[src/rtl/imem_loader.sv]
// Serial program loader: assembles little-endian words from a byte stream and writes them to IMEM.
// Write latency one cycle after the 4th byte; no backpressure, bytes arriving in IDLE/DONE/ERROR are dropped.
module imem_loader #(
    parameter int ADDR_WIDTH     = 14,
    parameter int TIMEOUT_CYCLES = 1000000
) (
    input  logic                  clk,
    input  logic                  rst,
    input  logic                  start,
    input  logic [7:0]            rx_data,
    input  logic                  rx_valid,
    output logic                  imem_we,
    output logic [ADDR_WIDTH-1:0] imem_addr,
    output logic [31:0]           imem_wdata,
    output logic                  busy,
    output logic                  done,
    output logic                  error,
    output logic                  cpu_hold,
    output logic [15:0]           word_count,
    output logic [31:0]           checksum
);
    localparam int          TW  = (TIMEOUT_CYCLES > 2) ? $clog2(TIMEOUT_CYCLES) : 1;
    localparam logic [31:0] CAP = 32'(1) << ADDR_WIDTH;

    typedef enum logic [2:0] {S_IDLE, S_LEN_LO, S_LEN_HI, S_DATA, S_DONE, S_ERROR} state_t;

    state_t                state_q, state_d;
    logic [1:0]            byte_idx_q, byte_idx_d;
    logic [ADDR_WIDTH:0]   word_idx_q, word_idx_d;
    logic [TW-1:0]         tmo_q, tmo_d;
    logic [31:0]           asm_q, asm_d;
    logic [15:0]           word_count_q, word_count_d;
    logic [31:0]           checksum_q, checksum_d;
    logic                  imem_we_q, imem_we_d;
    logic [ADDR_WIDTH-1:0] imem_addr_q, imem_addr_d;
    logic [31:0]           imem_wdata_q, imem_wdata_d;
    logic                  busy_q, busy_d, done_q, done_d, error_q, error_d, cpu_hold_q, cpu_hold_d;

    logic [15:0] hdr_n;
    logic        last_word, tmo_hit, in_frame, arm;

    assign hdr_n     = {rx_data, word_count_q[7:0]};
    assign last_word = (32'(word_idx_q) + 32'd1) == 32'(word_count_q);
    // Fires on the idle edge that would bring the count to TIMEOUT_CYCLES-1; a byte on that edge wins.
    assign tmo_hit   = !rx_valid && (tmo_q == TW'(TIMEOUT_CYCLES - 2));
    assign in_frame  = (state_q == S_LEN_LO) || (state_q == S_LEN_HI) || (state_q == S_DATA);
    assign arm       = start && !in_frame;

    always_ff @(posedge clk) begin
        if (!rst) state_q <= S_IDLE;
        else      state_q <= state_d;
    end

    always_comb begin
        state_d = state_q;
        case (state_q)
            S_IDLE, S_DONE, S_ERROR: if (start) state_d = S_LEN_LO;
            S_LEN_LO: begin
                if (rx_valid)     state_d = S_LEN_HI;
                else if (tmo_hit) state_d = S_ERROR;
            end
            S_LEN_HI: begin
                if (rx_valid) begin
                    if (hdr_n == 16'd0)              state_d = S_DONE;
                    else if ({16'd0, hdr_n} > CAP)   state_d = S_ERROR;
                    else                             state_d = S_DATA;
                end else if (tmo_hit) begin
                    state_d = S_ERROR;
                end
            end
            S_DATA: begin
                if (rx_valid && byte_idx_q == 2'd3 && last_word) state_d = S_DONE;
                else if (tmo_hit)                                 state_d = S_ERROR;
            end
            default: state_d = S_IDLE;
        endcase
    end

    always_comb begin
        byte_idx_d   = byte_idx_q;
        word_idx_d   = word_idx_q;
        tmo_d        = tmo_q;
        asm_d        = asm_q;
        word_count_d = word_count_q;
        checksum_d   = checksum_q;
        imem_we_d    = 1'b0;
        imem_addr_d  = imem_addr_q;
        imem_wdata_d = imem_wdata_q;

        if (arm) begin
            byte_idx_d   = 2'd0;
            word_idx_d   = '0;
            tmo_d        = '0;
            word_count_d = 16'd0;
            checksum_d   = 32'd0;
        end else if (in_frame) begin
            tmo_d = rx_valid ? '0 : tmo_q + 1'b1;
            if (rx_valid) begin
                if (state_q == S_LEN_LO) word_count_d[7:0]  = rx_data;
                if (state_q == S_LEN_HI) word_count_d[15:8] = rx_data;
                if (state_q == S_DATA) begin
                    asm_d[{byte_idx_q, 3'b000} +: 8] = rx_data;
                    byte_idx_d = byte_idx_q + 2'd1;
                    if (byte_idx_q == 2'd3) begin
                        imem_we_d    = 1'b1;
                        imem_addr_d  = word_idx_q[ADDR_WIDTH-1:0];
                        imem_wdata_d = asm_d;
                        checksum_d   = checksum_q ^ asm_d;
                        word_idx_d   = word_idx_q + 1'b1;
                    end
                end
            end
        end

        busy_d     = (state_d == S_LEN_LO) || (state_d == S_LEN_HI) || (state_d == S_DATA);
        done_d     = (state_d == S_DONE);
        error_d    = (state_d == S_ERROR);
        cpu_hold_d = (state_d != S_DONE);
    end

    always_ff @(posedge clk) begin
        if (!rst) begin
            byte_idx_q   <= 2'd0;
            word_idx_q   <= '0;
            tmo_q        <= '0;
            asm_q        <= 32'd0;
            word_count_q <= 16'd0;
            checksum_q   <= 32'd0;
            imem_we_q    <= 1'b0;
            imem_addr_q  <= '0;
            imem_wdata_q <= 32'd0;
            busy_q       <= 1'b0;
            done_q       <= 1'b0;
            error_q      <= 1'b0;
            cpu_hold_q   <= 1'b1;
        end else begin
            byte_idx_q   <= byte_idx_d;
            word_idx_q   <= word_idx_d;
            tmo_q        <= tmo_d;
            asm_q        <= asm_d;
            word_count_q <= word_count_d;
            checksum_q   <= checksum_d;
            imem_we_q    <= imem_we_d;
            imem_addr_q  <= imem_addr_d;
            imem_wdata_q <= imem_wdata_d;
            busy_q       <= busy_d;
            done_q       <= done_d;
            error_q      <= error_d;
            cpu_hold_q   <= cpu_hold_d;
        end
    end

    assign imem_we    = imem_we_q;
    assign imem_addr  = imem_addr_q;
    assign imem_wdata = imem_wdata_q;
    assign busy       = busy_q;
    assign done       = done_q;
    assign error      = error_q;
    assign cpu_hold   = cpu_hold_q;
    assign word_count = word_count_q;
    assign checksum   = checksum_q;
endmodule

[config.mk]
export PLATFORM = sky130hd
export DESIGN_NAME = imem_loader
export DESIGN_NICKNAME = d
export VERILOG_FILES = /design/src/rtl/imem_loader.sv
export SDC_FILE = /design/constraint.sdc
export NUM_CORES = 1
export LEC_CHECK = 0
export CAP_MARGIN = 20
export CORE_MARGIN = 4
export CORE_UTILIZATION = 40
export DETAILED_ROUTE_END_ITERATION = 12
export SLEW_MARGIN = 30
export SYNTH_ARGS = -nofsm -noshare
export SYNTH_HDL_FRONTEND = slang
export SYNTH_SLANG_ARGS = --single-unit
export TNS_END_PERCENT = 1
[constraint.sdc]
create_clock -name clk -period 7.35 [get_ports clk]
set_clock_uncertainty 0.2 [all_clocks]
set_input_delay 1.8375 -clock clk [delete_from_list [all_inputs] [get_ports clk]]
set_output_delay 1.8375 -clock clk [all_outputs]
set_load 0.02 [all_outputs]
# Yosys cells after proc, flatten, opt, wreduce, memory -nomap -nowiden
# Cells that the tools add are included.
dict set report totals {
  inputBits 12
  output_inout_bits 99
  wordCells 75
  ff_bits 171
}
dict set report op_classes {
  n_lt_le_gt_ge 1
  n_eq_ne 14
  bitwise_logic 6
  reduce_logical 21
  mux 11
  addsub 5
  n_shift 2
}
# cell count
set op_table {}
lappend op_table {{$bwmux W32} 1}
lappend op_table {{$shift A8 B7 Y32 const A} 1}
lappend op_table {{$shiftx A8 B7 Y32} 1}
lappend op_table {{$xor A32 B32 Y32} 1}
lappend op_table {{$mux W3} 7}
lappend op_table {{$add A20 B1 Y20 const B} 1}
lappend op_table {{$eq A20 B20 Y1 const B} 1}
lappend op_table {{$mux W20} 1}
lappend op_table {{$add A15 B1 Y16 const B} 1}
lappend op_table {{$eq A16 B16 Y1} 1}
lappend op_table {{$gt A16 B15 Y1 const B} 1}
lappend op_table {{$logic_not A16 Y1} 1}
lappend op_table {{$add A15 B1 Y15 const B} 1}
lappend op_table {{$eq A3 B2 Y1 const B} 4}
lappend op_table {{$eq A3 B3 Y1 const B} 4}
lappend op_table {{$pmux W3 S4} 1}
lappend op_table {{$reduce_and A3 Y1} 3}
lappend op_table {{$reduce_and A4 Y1} 2}
lappend op_table {{$neg A5 Y7} 1}
lappend op_table {{$eq A3 B1 Y1 const B} 2}
lappend op_table {{$not A1 Y1} 5}
lappend op_table {{$reduce_and A5 Y1} 1}
lappend op_table {{$reduce_or A5 Y1} 1}
lappend op_table {{$logic_and A1 B1 Y1} 4}
lappend op_table {{9 further kinds} 13}

# Logic depth before layout (Yosys ltp)
dict set report logic_depth {
  ltp_word 8
  mapped_depth 9
  ltp_nobuf 9
}

# Least setup slack after synthesis
# No wires, ideal clock.
dict set report synth_timing {
  path_kind {input -> register}
  from {input port rx_valid}
  to {register cpu_hold_q, in the netlist cpu_hold}
  arrival_ns 3.090
  required_ns 7.023
  setup_slack_ns 3.933
  path_stages 7
  setup_ns 0.127
  path_cell_list {clkbuf_1 nand3_1 a31oi_1 o2111a_1 nand4_1 and2_4 or3_1}
}
dict set report synth_between {
  elab_chain_cells 6
  word_cells_on_any_way 10
  cone_classes {eq/ne: 1; mux: 5; reduce/logical: 4}
}
# item line_no
set synth_lines {}
lappend synth_lines {{start, declared} 11} ;# input logic rx_valid,
lappend synth_lines {{$logic_not A1 Y1} 45} ;# assign tmo_hit = !rx_valid && (tmo_q == TW'(TIMEOUT_CYCLES - 2));
lappend synth_lines {{$logic_and A1 B1 Y1} 45}
lappend synth_lines {{$mux W3} {60, 67, 73}}
lappend synth_lines {{$mux W3, on equally long branches} {72, 59, 63}}
lappend synth_lines {{$pmux W3 S4 (*)} 56} ;# case (state_q)
lappend synth_lines {{$ne A3 B3 Y1 (*)} 118} ;# cpu_hold_d = (state_d != S_DONE);
lappend synth_lines {{end signal, assigned} 149} ;# cpu_hold_q <= cpu_hold_d;
lappend synth_lines {{end, declared} 37} ;# logic busy_q, busy_d, done_q, done_d, error_q, error_d, cpu_hold_q, cpu_hold_d;
# Every way passes the cells marked *; elsewhere a longest branch is shown, timed or not.
# A chain may end at the register's enable or synchronous reset.

# Final worst setup path
dict set report layout_timing {
  from {input port rx_data[5]}
  to {register state_q[2]}
}
dict set report layout_between {
  elab_chain_cells 5
  word_cells_on_any_way 6
  cone_classes {order compare: 1; mux: 4; reduce/logical: 1}
}
# item line_no
set layout_lines {}
lappend layout_lines {{start, declared} 10} ;# input logic [7:0] rx_data,
lappend layout_lines {{$gt A16 B15 Y1} 65} ;# else if ({16'd0, hdr_n} > CAP) state_d = S_ERROR;
lappend layout_lines {{$mux W3} 65}
lappend layout_lines {{$mux W3 (*)} 64} ;# if (hdr_n == 16'd0) state_d = S_DONE;
lappend layout_lines {{$mux W3 (*)} 63} ;# if (rx_valid) begin
lappend layout_lines {{$pmux W3 S4 (*)} 56}
lappend layout_lines {{end signal, assigned} 51} ;# else state_q <= state_d;
lappend layout_lines {{end, declared} 27} ;# state_t state_q, state_d;
# Marks and branches as above.

==> metrics.txt <==
post-synthesis mux area share 1.59%; Final setup viols 0; FMAX 246 MHz; Die Ht 146 um; share of layout cells above drive strength 1 6.10%; GRT Overall Usage 17.1%; post-route ant nets 0; Slowest cell on crit path clkdlybuf4s50_1; RSZ-0062 raised after global routing no; clock transition at the registers of the reported paths 0.06 ns; Final min period 4.06 ns; detailed-router iteration count before antenna repair 4; PnR worst setup slack 3.29 ns; Critical Setup Path Class input port to flip-flop; gpl congestion 0.832; peak fanout along the critical path 11; final net count 976; CTS Root Cell clkbuf_16; global-route wire length before repair 29800 um; CP Capture Type flip-flop; delay-heaviest family, CP simple AND/OR/NAND/NOR gates; CTS buffer count 17; postcts setup bufs 0; clk sink count 171; status finished, final reports clean; CP Data Arrival Time 4.18 ns; Mapped Nets 896; Hold WC Path Type flip-flop to flip-flop; initial core utilization 40.6%; Distinct cells, synth 57; CTS Hold Bufs 0; Max-cap violations 0; synthesized cell area 7560 um^2; Die X 146 um; Leak Pwr 3.13 nW; initial antenna violation count 0; crit-path cells clkdlybuf4s50_1 > nor4_1 > nand4_1 > mux2i_1 > a211o_2 > a31oi_1 > nand2_1 > and2_1; TritonCTS clock tree done; WP buf/inv 1; n_diodes 0; Max Slew Vio Count 0; Post-Synth XOR/XNOR Area 8.57%; H-tree depth 4; sequential fraction of the synthesis area 45.3%; IO Pins 111; Die Area 21200 um^2; Synth Area in Compound Gates 13.5%; I/O Buffers 110; Clock Tree Buf Depth 2; predominant post-synthesis flop cell dfxtp_1; worst-skew pair later-pin latency 0.42 ns; final hold viol count 0; Routed WL 18000 um; Final Cycle Share 55.3%; Worst Path Required 7.46 ns; peak supply drop 0.000164 V; drt drc 0; Detail Placement HPWL 12000 um; slew margin rel. 37.8%; Synth async-reset ratio 0%; pre-CTS setup slack 2.65 ns; most frequent cells in the layout 171 x dfxtp_1, 112 x nor2_1, 109 x clkdlybuf4s50_1; Synth Warn # 0; grt ovf 0; vias 6026; row count 50; synthesis-stage register bit count 171; vias per inst 5.01; mean area per synthesized cell 8.64 um^2; setup TNS 0 ns; most common cell after layout, fill and taps aside dfxtp_1; Synth Area in Adders 1.49%; vias in the first global route 5696; largest net degree at the start of global routing 86; measured slew at the worst slew-check pin 0.929 ns; PD cells 211 nW/um^2; Mapped Cells 875; startpoint types input port; DR WL/cell 15.0 um; core area 18600 um^2; initial drt markers 402; Synth Area in Simple Gates 26.1%; post-cts gate resize count 0; worst stage delay on the critical path 0.74 ns; Layout area overhead 24.5%; Post-synth EDFFs 0; main combinational cell family by area after synthesis simple AND/OR/NAND/NOR gates
## registers in the layout, indices dropped and copies added (netlist names), 2 cells and up
signal,flops
asm_q,32
checksum,32
imem_wdata,32
tmo_q,20
word_count,16
word_idx_q,15
imem_addr,14
state_q,3
byte_idx_q,2
## per-stage QoR
step	util (%)	power [mW]	cells	instance area (um^2)	hold WS, ns
floorplan	-	1.02	875	7560	0.258
global placement	47.0	1.05	1169	8760	0.254
detailed placement	47.0	1.05	1169	8760	0.258
CTS	50.4	2.01	1201	9390	0.267
global route	50.5	2.05	1202	9420	0.296
finish	50.5	1.98	1202	9420	0.261
## cell families after synthesis
group / count (synthesis)
AO/OA/AOI/OAI: 166
buffers and inverters: 61
flip-flops: 171
AND/OR/NAND/NOR: 382
adder cells (fa/ha/maj): 9
XOR/XNOR: 74
multiplexers: 12
## report_power, final
part	leakage, nW	internal (mW)	switching, mW
clock	0.305	0.588	0.368
sequential	1.38	0.932	0.00651
combinational	1.45	0.0326	0.0572
## worst min-delay path, stage by stage, from the launching register on
cell	delay, ns
dfxtp_1	0.31
nand2_1	0.04
a21boi_0	0.06
## cell usage after synthesis, types with 3 or more instances
cell | instances | share of area (%)
nor4_1 | 3 | 0.25
nor2b_1 | 100 | 8.3
nand2b_1 | 4 | 0.33
xor2_1 | 29 | 3.4
xnor2_1 | 45 | 5.2
nor4_2 | 3 | 0.50
mux2i_1 | 12 | 1.6
and2_1 | 3 | 0.25
nand2_1 | 76 | 3.8
and4_1 | 3 | 0.35
clkbuf_1 | 43 | 2.1
nand4_1 | 17 | 1.4
a22oi_1 | 33 | 3.3
buf_1 | 5 | 0.25
or3_1 | 10 | 0.83
a31oi_1 | 4 | 0.33
nor2_1 | 112 | 5.6
a21boi_0 | 15 | 1.5
or3_2 | 3 | 0.30
nand3_1 | 14 | 0.93
and3_1 | 10 | 0.83
a21oi_1 | 86 | 5.7
ha_1 | 9 | 1.5
o21ai_0 | 14 | 0.93
inv_1 | 6 | 0.30
nor3_1 | 9 | 0.60
dfxtp_1 | 171 | 45
## path summary, 6_finish.rpt
| path | start | to | slack, ns | cells after the start |
|---|---|---|---|---|
| max | rx_data[5] | state_q[2]$_SDFF_PN0_ | 3.29 | 8 |
| max reg2reg | byte_idx_q[0]$_SDFFE_PP0P_ | checksum[28]$_SDFFE_PP0P_ | 4.45 | 7 |
| min | imem_addr[8]$_SDFFE_PN0P_ | imem_addr[8]$_SDFFE_PN0P_ | 0.26 | 2 |
| min reg2reg | imem_addr[8]$_SDFFE_PN0P_ | imem_addr[8]$_SDFFE_PN0P_ | 0.26 | 2 |
## final cells by class
type | count | area, um^2
Clock buffer | 22 | 464
Multi-Input combinational cell | 643 | 3900
Sequential cell | 171 | 3420
Inverter | 6 | 22.5
Tap cell | 234 | 293
Clock inverter | 10 | 164
Fill cell | 1826 | 9230
Timing Repair Buffer | 116 | 1150
## per-layer routing
layer	routed length, um	track usage, %	share of wire (%)	up-vias
li1	-	-	-	3115
met1	8830	23.8	49	2763
met2	7950	26.4	44	131
met3	955	3.99	5.3	17
met4	261	5.46	1.5	0
met5	0	0	0	-
Power figures use the tool's default switching activity.
